<file path="config.mk">
export PLATFORM = sky130hd
export DESIGN_NAME = fp_subtractor_seq
export DESIGN_NICKNAME = d
export VERILOG_FILES = /design/src/rtl/fp_subtractor_seq.sv
export SDC_FILE = /design/constraint.sdc
export NUM_CORES = 1
export LEC_CHECK = 0
export BUFFER_PORTS_ARGS = -buffer_cell sky130_fd_sc_hd__buf_4
export CAP_MARGIN = 30
export CORE_ASPECT_RATIO = 0.7
export CORE_UTILIZATION = 50
export CTS_BUF_LIST = sky130_fd_sc_hd__clkbuf_8
export DETAILED_ROUTE_END_ITERATION = 8
export GPL_ROUTABILITY_DRIVEN = 0
export GPL_TIMING_DRIVEN = 0
export PLACE_DENSITY = 0.7
export SLEW_MARGIN = 20
export SYNTH_ARGS = -nofsm -noshare
export SYNTH_HDL_FRONTEND = slang
export SYNTH_SLANG_ARGS = --single-unit
export TNS_END_PERCENT = 5
</file>
<file path="constraint.sdc">
create_clock -name clk -period 9.4 [get_ports clk]
set_input_delay 1.88 -clock clk [delete_from_list [all_inputs] [get_ports clk]]
set_output_delay 1.88 -clock clk [all_outputs]
set_load 0.05 [all_outputs]
</file>
<file path="src/rtl/fp_subtractor_seq.sv">
// Multi-cycle single-precision subtractor: result = a - b.
// Aligns and normalizes one bit per cycle; start/done handshake.
module fp_subtractor_seq (
  input  logic        clk,
  input  logic        reset,
  input  logic        start,
  input  logic [31:0] a,
  input  logic [31:0] b,
  output logic        busy,
  output logic        done,
  output logic [31:0] result
);

  localparam int unsigned W  = 32;
  localparam int unsigned EW = 8;
  localparam int unsigned MW = 24;
  localparam int unsigned CW = 5;

  typedef enum logic [1:0] {
    IDLE  = 2'd0,
    ALIGN = 2'd1,
    ARITH = 2'd2,
    NORM  = 2'd3
  } state_t;

  state_t        state_q, state_d;
  logic [CW-1:0] cnt_q, cnt_d;
  logic [MW-1:0] m_l_q, m_l_d;
  logic [MW-1:0] m_s_q, m_s_d;
  logic [EW-1:0] exp_q, exp_d;
  logic          sign_q, sign_d;
  logic          sub_q, sub_d;
  logic          busy_d, done_d;
  logic [W-1:0]  result_d;

  logic          a_is_l;
  logic          b_sign_eff;
  logic [MW-1:0] a_mant, b_mant;
  logic [MW-1:0] l_mant_in, s_mant_in;
  logic [EW-1:0] l_exp_in, s_exp_in, exp_diff;
  logic [CW-1:0] shift_in;
  logic          sign_in, sub_in;
  logic [MW:0]   sum_c;

  // Operand decode: flush denormals, order by magnitude, derive shift count.
  always_comb begin
    b_sign_eff = ~b[31];
    a_is_l     = (a[30:0] >= b[30:0]);
    a_mant     = (a[30:23] == 8'd0) ? 24'd0 : {1'b1, a[22:0]};
    b_mant     = (b[30:23] == 8'd0) ? 24'd0 : {1'b1, b[22:0]};
    sub_in     = a[31] ^ b_sign_eff;
    if (a_is_l) begin
      l_exp_in  = a[30:23];
      s_exp_in  = b[30:23];
      l_mant_in = a_mant;
      s_mant_in = b_mant;
      sign_in   = a[31];
    end else begin
      l_exp_in  = b[30:23];
      s_exp_in  = a[30:23];
      l_mant_in = b_mant;
      s_mant_in = a_mant;
      sign_in   = b_sign_eff;
    end
    exp_diff = l_exp_in - s_exp_in;
    if (s_exp_in == 8'd0) begin
      shift_in = 5'd0;
    end else if (exp_diff > 8'd24) begin
      shift_in = 5'd24;
    end else begin
      shift_in = exp_diff[CW-1:0];
    end
  end

  // Magnitude add or subtract of the aligned mantissas; L >= S so no borrow.
  always_comb begin
    if (sub_q) begin
      sum_c = {1'b0, m_l_q} - {1'b0, m_s_q};
    end else begin
      sum_c = {1'b0, m_l_q} + {1'b0, m_s_q};
    end
  end

  // Next-state and datapath updates.
  always_comb begin
    state_d  = state_q;
    cnt_d    = cnt_q;
    m_l_d    = m_l_q;
    m_s_d    = m_s_q;
    exp_d    = exp_q;
    sign_d   = sign_q;
    sub_d    = sub_q;
    done_d   = 1'b0;
    result_d = result;

    unique case (state_q)
      IDLE: begin
        if (start) begin
          m_l_d   = l_mant_in;
          m_s_d   = s_mant_in;
          exp_d   = l_exp_in;
          sign_d  = sign_in;
          sub_d   = sub_in;
          cnt_d   = shift_in;
          state_d = ALIGN;
        end
      end
      ALIGN: begin
        if (cnt_q == 5'd0) begin
          state_d = ARITH;
        end else begin
          m_s_d = {1'b0, m_s_q[MW-1:1]};
          cnt_d = cnt_q - 5'd1;
        end
      end
      ARITH: begin
        if (sum_c[MW]) begin
          m_l_d = sum_c[MW:1];
          exp_d = exp_q + 8'd1;
        end else begin
          m_l_d = sum_c[MW-1:0];
        end
        state_d = NORM;
      end
      NORM: begin
        if (m_l_q == 24'd0) begin
          result_d = 32'h0;
          done_d   = 1'b1;
          state_d  = IDLE;
        end else if (m_l_q[MW-1]) begin
          if (exp_q == 8'hFF) begin
            result_d = {sign_q, 8'hFF, 23'd0};
          end else begin
            result_d = {sign_q, exp_q, m_l_q[MW-2:0]};
          end
          done_d  = 1'b1;
          state_d = IDLE;
        end else if (exp_q == 8'd1) begin
          result_d = 32'h0;
          done_d   = 1'b1;
          state_d  = IDLE;
        end else begin
          m_l_d = {m_l_q[MW-2:0], 1'b0};
          exp_d = exp_q - 8'd1;
        end
      end
      default: state_d = IDLE;
    endcase

    busy_d = (state_d != IDLE);
  end

  // State and output registers; reset aborts any operation in flight.
  always_ff @(posedge clk or negedge reset) begin
    if (!reset) begin
      state_q <= IDLE;
      cnt_q   <= '0;
      m_l_q   <= '0;
      m_s_q   <= '0;
      exp_q   <= '0;
      sign_q  <= 1'b0;
      sub_q   <= 1'b0;
      busy    <= 1'b0;
      done    <= 1'b0;
      result  <= '0;
    end else begin
      state_q <= state_d;
      cnt_q   <= cnt_d;
      m_l_q   <= m_l_d;
      m_s_q   <= m_s_d;
      exp_q   <= exp_d;
      sign_q  <= sign_d;
      sub_q   <= sub_d;
      busy    <= busy_d;
      done    <= done_d;
      result  <= result_d;
    end
  end

endmodule

</file>
== Word-level counts from Yosys, hierarchy flattened ==
Index checks and enable logic that the tools add are counted.

* Register bits: 99
* Input bits: 67
* Output and inout bits: 34
* Logic and storage cells: 90

* Add/subtract/negate cells: 6
* Magnitude comparators: 2
* Equality and inequality tests: 11
* Mux-type cells: 42
* Bitwise operators: 2
* Reductions and logical operators: 16

{| class="wikitable"
|+ Operators by type and width
! kind !! number
|-
| 24-bit two-way mux || 11
|-
| 32-bit two-way mux || 3
|-
| 24-bit one-hot mux with 3 select lines || 1
|-
| 8-bit two-way mux || 7
|-
| 24-bit one-hot mux with 2 select lines || 1
|-
| 31-bit greater-or-equal comparator || 1
|-
| 31-bit two-way mux || 1
|-
| 24-bit by 24-bit adder with 25-bit output || 1
|-
| 25-bit two-way mux || 1
|-
| 24-bit by 24-bit subtractor with 25-bit output || 1
|-
| 24-bit logical NOT || 1
|-
| 8-bit logical NOT || 3
|-
| 8-bit one-hot mux with 3 select lines || 1
|-
| 5-bit two-way mux || 4
|-
| 2-bit != test (second input constant) || 6
|-
| 2-bit two-way mux || 5
|-
| 5-bit one-hot mux with 2 select lines || 1
|-
| 8-bit by 1-bit adder with 8-bit output (second input constant) || 1
|-
| 8-bit by 1-bit equality test with 1-bit output (second input constant) || 1
|-
| 8-bit equality test (second input constant) || 1
|-
| 8-bit by 5-bit > comparator with 1-bit output (second input constant) || 1
|-
| 2-bit one-hot mux with 4 select lines || 1
|-
| 8-bit by 1-bit subtractor with 8-bit output (second input constant) || 1
|-
| 8-bit subtractor || 1
|-
| 14 further kinds || 23
|}

== Depth between registers and ports, before layout ==
* Depth in word-level cells: 8
* Mapped depth: 20
* Gate-level depth less buffers: 18

== Least setup slack after synthesis ==
OpenSTA, ideal clock, no wires.

* Kind: input port to flip-flop
* From: input port b[24]
* To: register cnt_q[1]
* Library setup time: 110 ps
* Arrival time: 4743 ps
* Data required time: 9290 ps
* Slack: 4546 ps
* Stages on the path: 13
* Path buffers: 1
* Path through: inv_1 > ha_1 > buf_2 > nand4_1 > nor4_4 > nand2_2 > a21o_4 > nand2_4 > mux2_2 > a211o_1 > xor2_1 > or3_4 > o41ai_1

* Cells in the longest elaborated chain, start to end: 8
* Elaborated cells between the ends (all ways): 10
* Classes of those cells: add/sub (1); order compare (2); mux (6); reduce/logical (1)

{| class="wikitable"
|+ RTL lines
! item !! line !! RTL
|-
| start: declaration || 8 || <nowiki>input logic [31:0] b,</nowiki>
|-
| 31-bit greater-or-equal comparator || 48 || <nowiki>a_is_l = (a[30:0] >= b[30:0]);</nowiki>
|-
| 8-bit two-way mux || 52 || <nowiki>if (a_is_l) begin</nowiki>
|-
| 8-bit subtractor || 65 || <nowiki>exp_diff = l_exp_in - s_exp_in;</nowiki>
|-
| 8-bit by 5-bit > comparator with 1-bit output || 68 || <nowiki>end else if (exp_diff > 8'd24) begin</nowiki>
|-
| 5-bit two-way mux || 68 ||
|-
| 5-bit two-way mux (*) || 66 || <nowiki>if (s_exp_in == 8'd0) begin</nowiki>
|-
| 5-bit two-way mux (*) || 98 || <nowiki>if (start) begin</nowiki>
|-
| 5-bit one-hot mux with 2 select lines (*) || 96 || <nowiki>unique case (state_q)</nowiki>
|-
| end signal: assignment || 168 || <nowiki>cnt_q <= cnt_d;</nowiki>
|-
| end: declaration || 27 || <nowiki>logic [CW-1:0] cnt_q, cnt_d;</nowiki>
|}

Every way passes the cells marked *; elsewhere a longest branch is shown, timed or not. The select of a mux whose other input is x is not followed.
A chain may end at the register's enable or synchronous reset.

== Final worst setup path ==
* From: input port b[26]
* To: register m_l_q[13]

* Cells in the longest elaborated chain, start to end: 5
* Elaborated cells between the ends (all ways): 6
* Classes of those cells: order compare (1); mux (4); reduce/logical (1)

{| class="wikitable"
|+ RTL lines
! item !! line !! RTL
|-
| branches (longest 2 deep; another with 31-bit greater-or-equal comparator) || - ||
|-
| 24-bit two-way mux (*) || 52 ||
|-
| 24-bit two-way mux (*) || 98 ||
|-
| 24-bit one-hot mux with 3 select lines (*) || 96 ||
|-
| end signal: assignment || 169 || <nowiki>m_l_q <= m_l_d;</nowiki>
|-
| end: declaration || 28 || <nowiki>logic [MW-1:0] m_l_q, m_l_d;</nowiki>
|}

Mark *: on every way between the ends. The select of a mux whose other input is x is not followed.

==> results <==
- The flow ran to the end, and the final reports show no timing, DRC or antenna violations.
- The number of buffers inserted by post-CTS setup repair is 0.
- The cell count after synthesis is 1,134.
- For this block, the initial DRC count from the detailed router was 1,023.
- The worst path setup slack after routing is 4.345 ns.
- The sort of element at the end of the critical path is a flip-flop.
- In this run the horizontal extent of the chip is 160.4 um.
- In the final layout, the share of cells above drive strength 1 is 12.70%.
- Setup repair after global routing left no endpoint under its margin.
- The number of slew-limit violations in the final report is 0.
- The deepest level of the CTS H-tree is 3.
- The number of endpoints failing setup at the final stage is 0.
- The headroom to the max-slew limit is 46.44%.
- Buffers inserted to repair hold after CTS numbered 0.
- The number of antenna violations at the first check in global routing is 0.
- The final-report hold violation count is 0.
- Once detailed placement completed, the half-perimeter wirelength came to 22,740 um.
- The power density over the cells is 427.4 mW/mm^2.
- The length of the first detailed-routing pass in iterations is 5.
- Post-CTS repair changed the size of 0 cells.
- After detailed routing, the total wire length is 28,430 um.
- Buffers placed on the I/O ports in this run total 100.
- The floorplan core area is 0.01717 sq mm.
- The depth of the worst register-to-register path is 19.
- The count of vias placed by the detailed router is 9,250.
- The number of cells on the worst hold path is 2.
- Once detail routing completed, the nets flagged for antenna violations numbered 0.
- The site row count is 40.
- The cell sitting at the root of the clock tree is a sky130_fd_sc_hd__clkbuf_8.
- The number of nets in the layout is 1,375.
- The clock period could shrink to 5.055 ns.
- Of all nets on the critical path, the largest fanout is 10.
- The combined global-route utilization of all metal layers is 31.71%.
- The final period utilization is 53.78%.
- The most used flip-flop cell after synthesis is sky130_fd_sc_hd__dfrtp_1.
- Leaving out fill and tap cells, the most frequent cell in the layout is sky130_fd_sc_hd__nand2_1.
- The cell area after layout is 0.01004 sq mm.
- The critical path in this run is classified as primary input to flip-flop.
- Entering global routing, the biggest net connects 100 pins.
- The library cells used most frequently in the layout, excluding fill and tap cells, are 115 x sky130_fd_sc_hd__nand2_1, 107 x sky130_fd_sc_hd__o21ai_0, 100 x sky130_fd_sc_hd__buf_4, 99 x sky130_fd_sc_hd__dfrtp_1, 87 x sky130_fd_sc_hd__a21oi_1.
- The post-placement cell area is 0.009826 sq mm.
- The class of the tightest hold or removal check is flip-flop to flip-flop.
- The number of antenna diodes in the final layout is 0.
- The area growth from synthesis to final layout is 14.44%.
- The TritonCTS clock tree is done.
- Yosys mapped a number of flops with a built-in enable equal to 0.
- The placed cell count is 1,466.
- The leftover overflow at the end of global routing is 0.
- The number of nets handed over by synthesis was 1,262.
- In this run the count of I/O pins placed on the die edge is 101.
- The overall die area is 0.01810 sq mm.
- IR analysis of the VDD net gives a maximum drop of 0.0002106 V.
- Summing the sequential cell areas from Yosys gives 28.23% of the chip area.
- The synthesized netlist occupies a cell area of 0.008777 sq mm.
- The number of synthesized register bits is 99.
- The DRC violations left is 0.
- The worst-case clock buffer depth is 2.
- The wire length of the first global-routing pass is 45,150 um.
- The number of max-cap violations is 0.
- The worst slack at placement is 4.120 ns.
- The via count of the first global-routing pass is 8,174.
- For the worst setup path, the data arrival time is 5.36 ns.
- After detailed routing, the number of vias per cell comes to 6.237.
- The leakage power summed over all cells is 4.379 nW.
- After clock tree synthesis, the clock-pin slew on the worst setup and hold paths is 0.10 ns.
- The nature of the critical path startpoint is a primary input.
- Derived from the worst setup path, the maximum achievable clock frequency is 197.8 MHz.
- The total negative slack for setup checks is 0 ns.
- In the final routed layout, each cell accounts on average for 19.17 um.
- The die is 112.9 um tall.
- The initial utilization of the core area, before any placement, comes to 51.13%.
- TritonCTS created 9 clock buffers.
- Hold is met by 0.4915 ns.
- For the final database, setup skew stands at 0.01178 ns.
- The slew of the pin with the lowest slew margin is 0.7973 ns.
- A synthesized cell averages 7.740 sq um.
- The count of synthesis-stage warnings from yosys is 0.
- The count of non-filler cells in the finished layout is 1,483.
- Counting distinct cell types in the post-synthesis netlist gives 81.
- Data on the critical path is required at its endpoint by 9.71 ns.
- The tree built by TritonCTS fans out to 99 sinks.
- The async set or reset register ratio after synthesis is 100.0%.
- For the worst-skew pair, the clock arrives at the later sink with an insertion delay of 0.39 ns.
==> layout make-up <==
class / count / area [sq um]
inverters: 70 / 262.8
clock inverters: 7 / 67.56
clock buffers: 9 / 123.9
repair buffers: 102 / 787.0
plain buffers: 70 / 289.0
well taps: 231 / 289.0
multi-input cells: 895 / 5748
flip-flops and latches: 99 / 2477
fillers: 1641 / 7122
==> Yosys cell counts, types with 7 or more instances <==
cell | instances | share of area (%)
sky130_fd_sc_hd__a211oi_1 | 21 | 1.8
sky130_fd_sc_hd__a21o_1 | 12 | 1.0
sky130_fd_sc_hd__a21oi_1 | 87 | 5.0
sky130_fd_sc_hd__a22o_1 | 28 | 2.8
sky130_fd_sc_hd__a22oi_1 | 10 | 0.86
sky130_fd_sc_hd__a31oi_1 | 9 | 0.64
sky130_fd_sc_hd__and3_1 | 10 | 0.71
sky130_fd_sc_hd__buf_1 | 7 | 0.30
sky130_fd_sc_hd__clkbuf_1 | 54 | 2.3
sky130_fd_sc_hd__dfrtp_1 | 99 | 28
sky130_fd_sc_hd__ha_1 | 60 | 8.6
sky130_fd_sc_hd__inv_1 | 70 | 3.0
sky130_fd_sc_hd__nand2_1 | 115 | 4.9
sky130_fd_sc_hd__nand2b_1 | 10 | 0.71
sky130_fd_sc_hd__nand3_1 | 84 | 4.8
sky130_fd_sc_hd__nor2_1 | 75 | 3.2
sky130_fd_sc_hd__nor2b_1 | 8 | 0.57
sky130_fd_sc_hd__nor3_1 | 27 | 1.5
sky130_fd_sc_hd__nor4_1 | 17 | 1.2
sky130_fd_sc_hd__o211ai_1 | 31 | 2.7
sky130_fd_sc_hd__o21a_1 | 17 | 1.5
sky130_fd_sc_hd__o21ai_0 | 107 | 6.1
sky130_fd_sc_hd__o221ai_1 | 9 | 0.90
sky130_fd_sc_hd__xnor2_1 | 33 | 3.3
sky130_fd_sc_hd__xor2_1 | 10 | 1.0
==> metal layers <==
metal / track usage, % / vias to the layer above / part of all wire (%)
met3: 6.342 / 21 / 11
met4: 4.762 / 0 / 0.76
met1: 50.44 / 4285 / 49
met5: 0 / - / 0
met2: 44.03 / 530 / 40
li1: - / 4414 / -
==> path summary, 6_finish.rpt <==
kind / start / end / slack, ns
max: b[26] / m_l_q[13] / 4.34
min: result[23] / result[23] / 0.49
max reg2reg: m_s_q[3] / exp_q[3] / 4.37
min reg2reg: result[23] / result[23] / 0.49
max in group asynchronous: reset / cnt_q[3] / 7.39
min in group asynchronous: reset / result[9] / 1.38
==> power by group <==
part	switching, W	total (W)	internal, W
Sequential	0.000249	0.000889	0.000641
Clock	0.000170	0.000273	0.000103
Combinational	0.00195	0.00313	0.00119
Total	0.00236	0.00429	0.00193
==> sequential cells by signal, summed over array words and instances (netlist names) <==
signal	count
sub_q	1
exp_q	8
state_q	2
cnt_q	5
m_l_q	24
busy	1
result	32
sign_q	1
m_s_q	24
done	1
==> metrics by stage <==
stage	power (W)	utilization, %
finish	0.004293	58.51
global route	0.004646	58.51
CTS	0.004221	58.35
detailed placement	0.003942	57.24
global placement	0.003890	57.19
floorplan	0.003149	-
==> critical path, stage by stage <==
cell and delay, ns:
sky130_fd_sc_hd__buf_4 0.12, sky130_fd_sc_hd__inv_1 0.09, sky130_fd_sc_hd__ha_1 0.23, sky130_fd_sc_hd__buf_2 0.17, sky130_fd_sc_hd__a21oi_1 0.17, sky130_fd_sc_hd__o21a_1 0.21
sky130_fd_sc_hd__a2bb2oi_1 0.33, sky130_fd_sc_hd__nand2_1 0.20, sky130_fd_sc_hd__nor2_1 0.22, sky130_fd_sc_hd__clkbuf_1 0.42, sky130_fd_sc_hd__clkbuf_1 0.48, sky130_fd_sc_hd__nand3_1 0.14
sky130_fd_sc_hd__a21oi_1 0.38, sky130_fd_sc_hd__a211oi_1 0.12, sky130_fd_sc_hd__o21ai_0 0.19
==> kinds of logic after synthesis <==
group | Yosys count | synth area share (%)
xor+xnor | 43 | 4.291
fa+ha+maj | 61 | 8.781
simple gates | 384 | 21.04
compound gates | 398 | 30.26
mux | 9 | 1.112
flops | 99 | 28.23
buf+inv | 140 | 6.287
(Power assumes the default switching activity.)
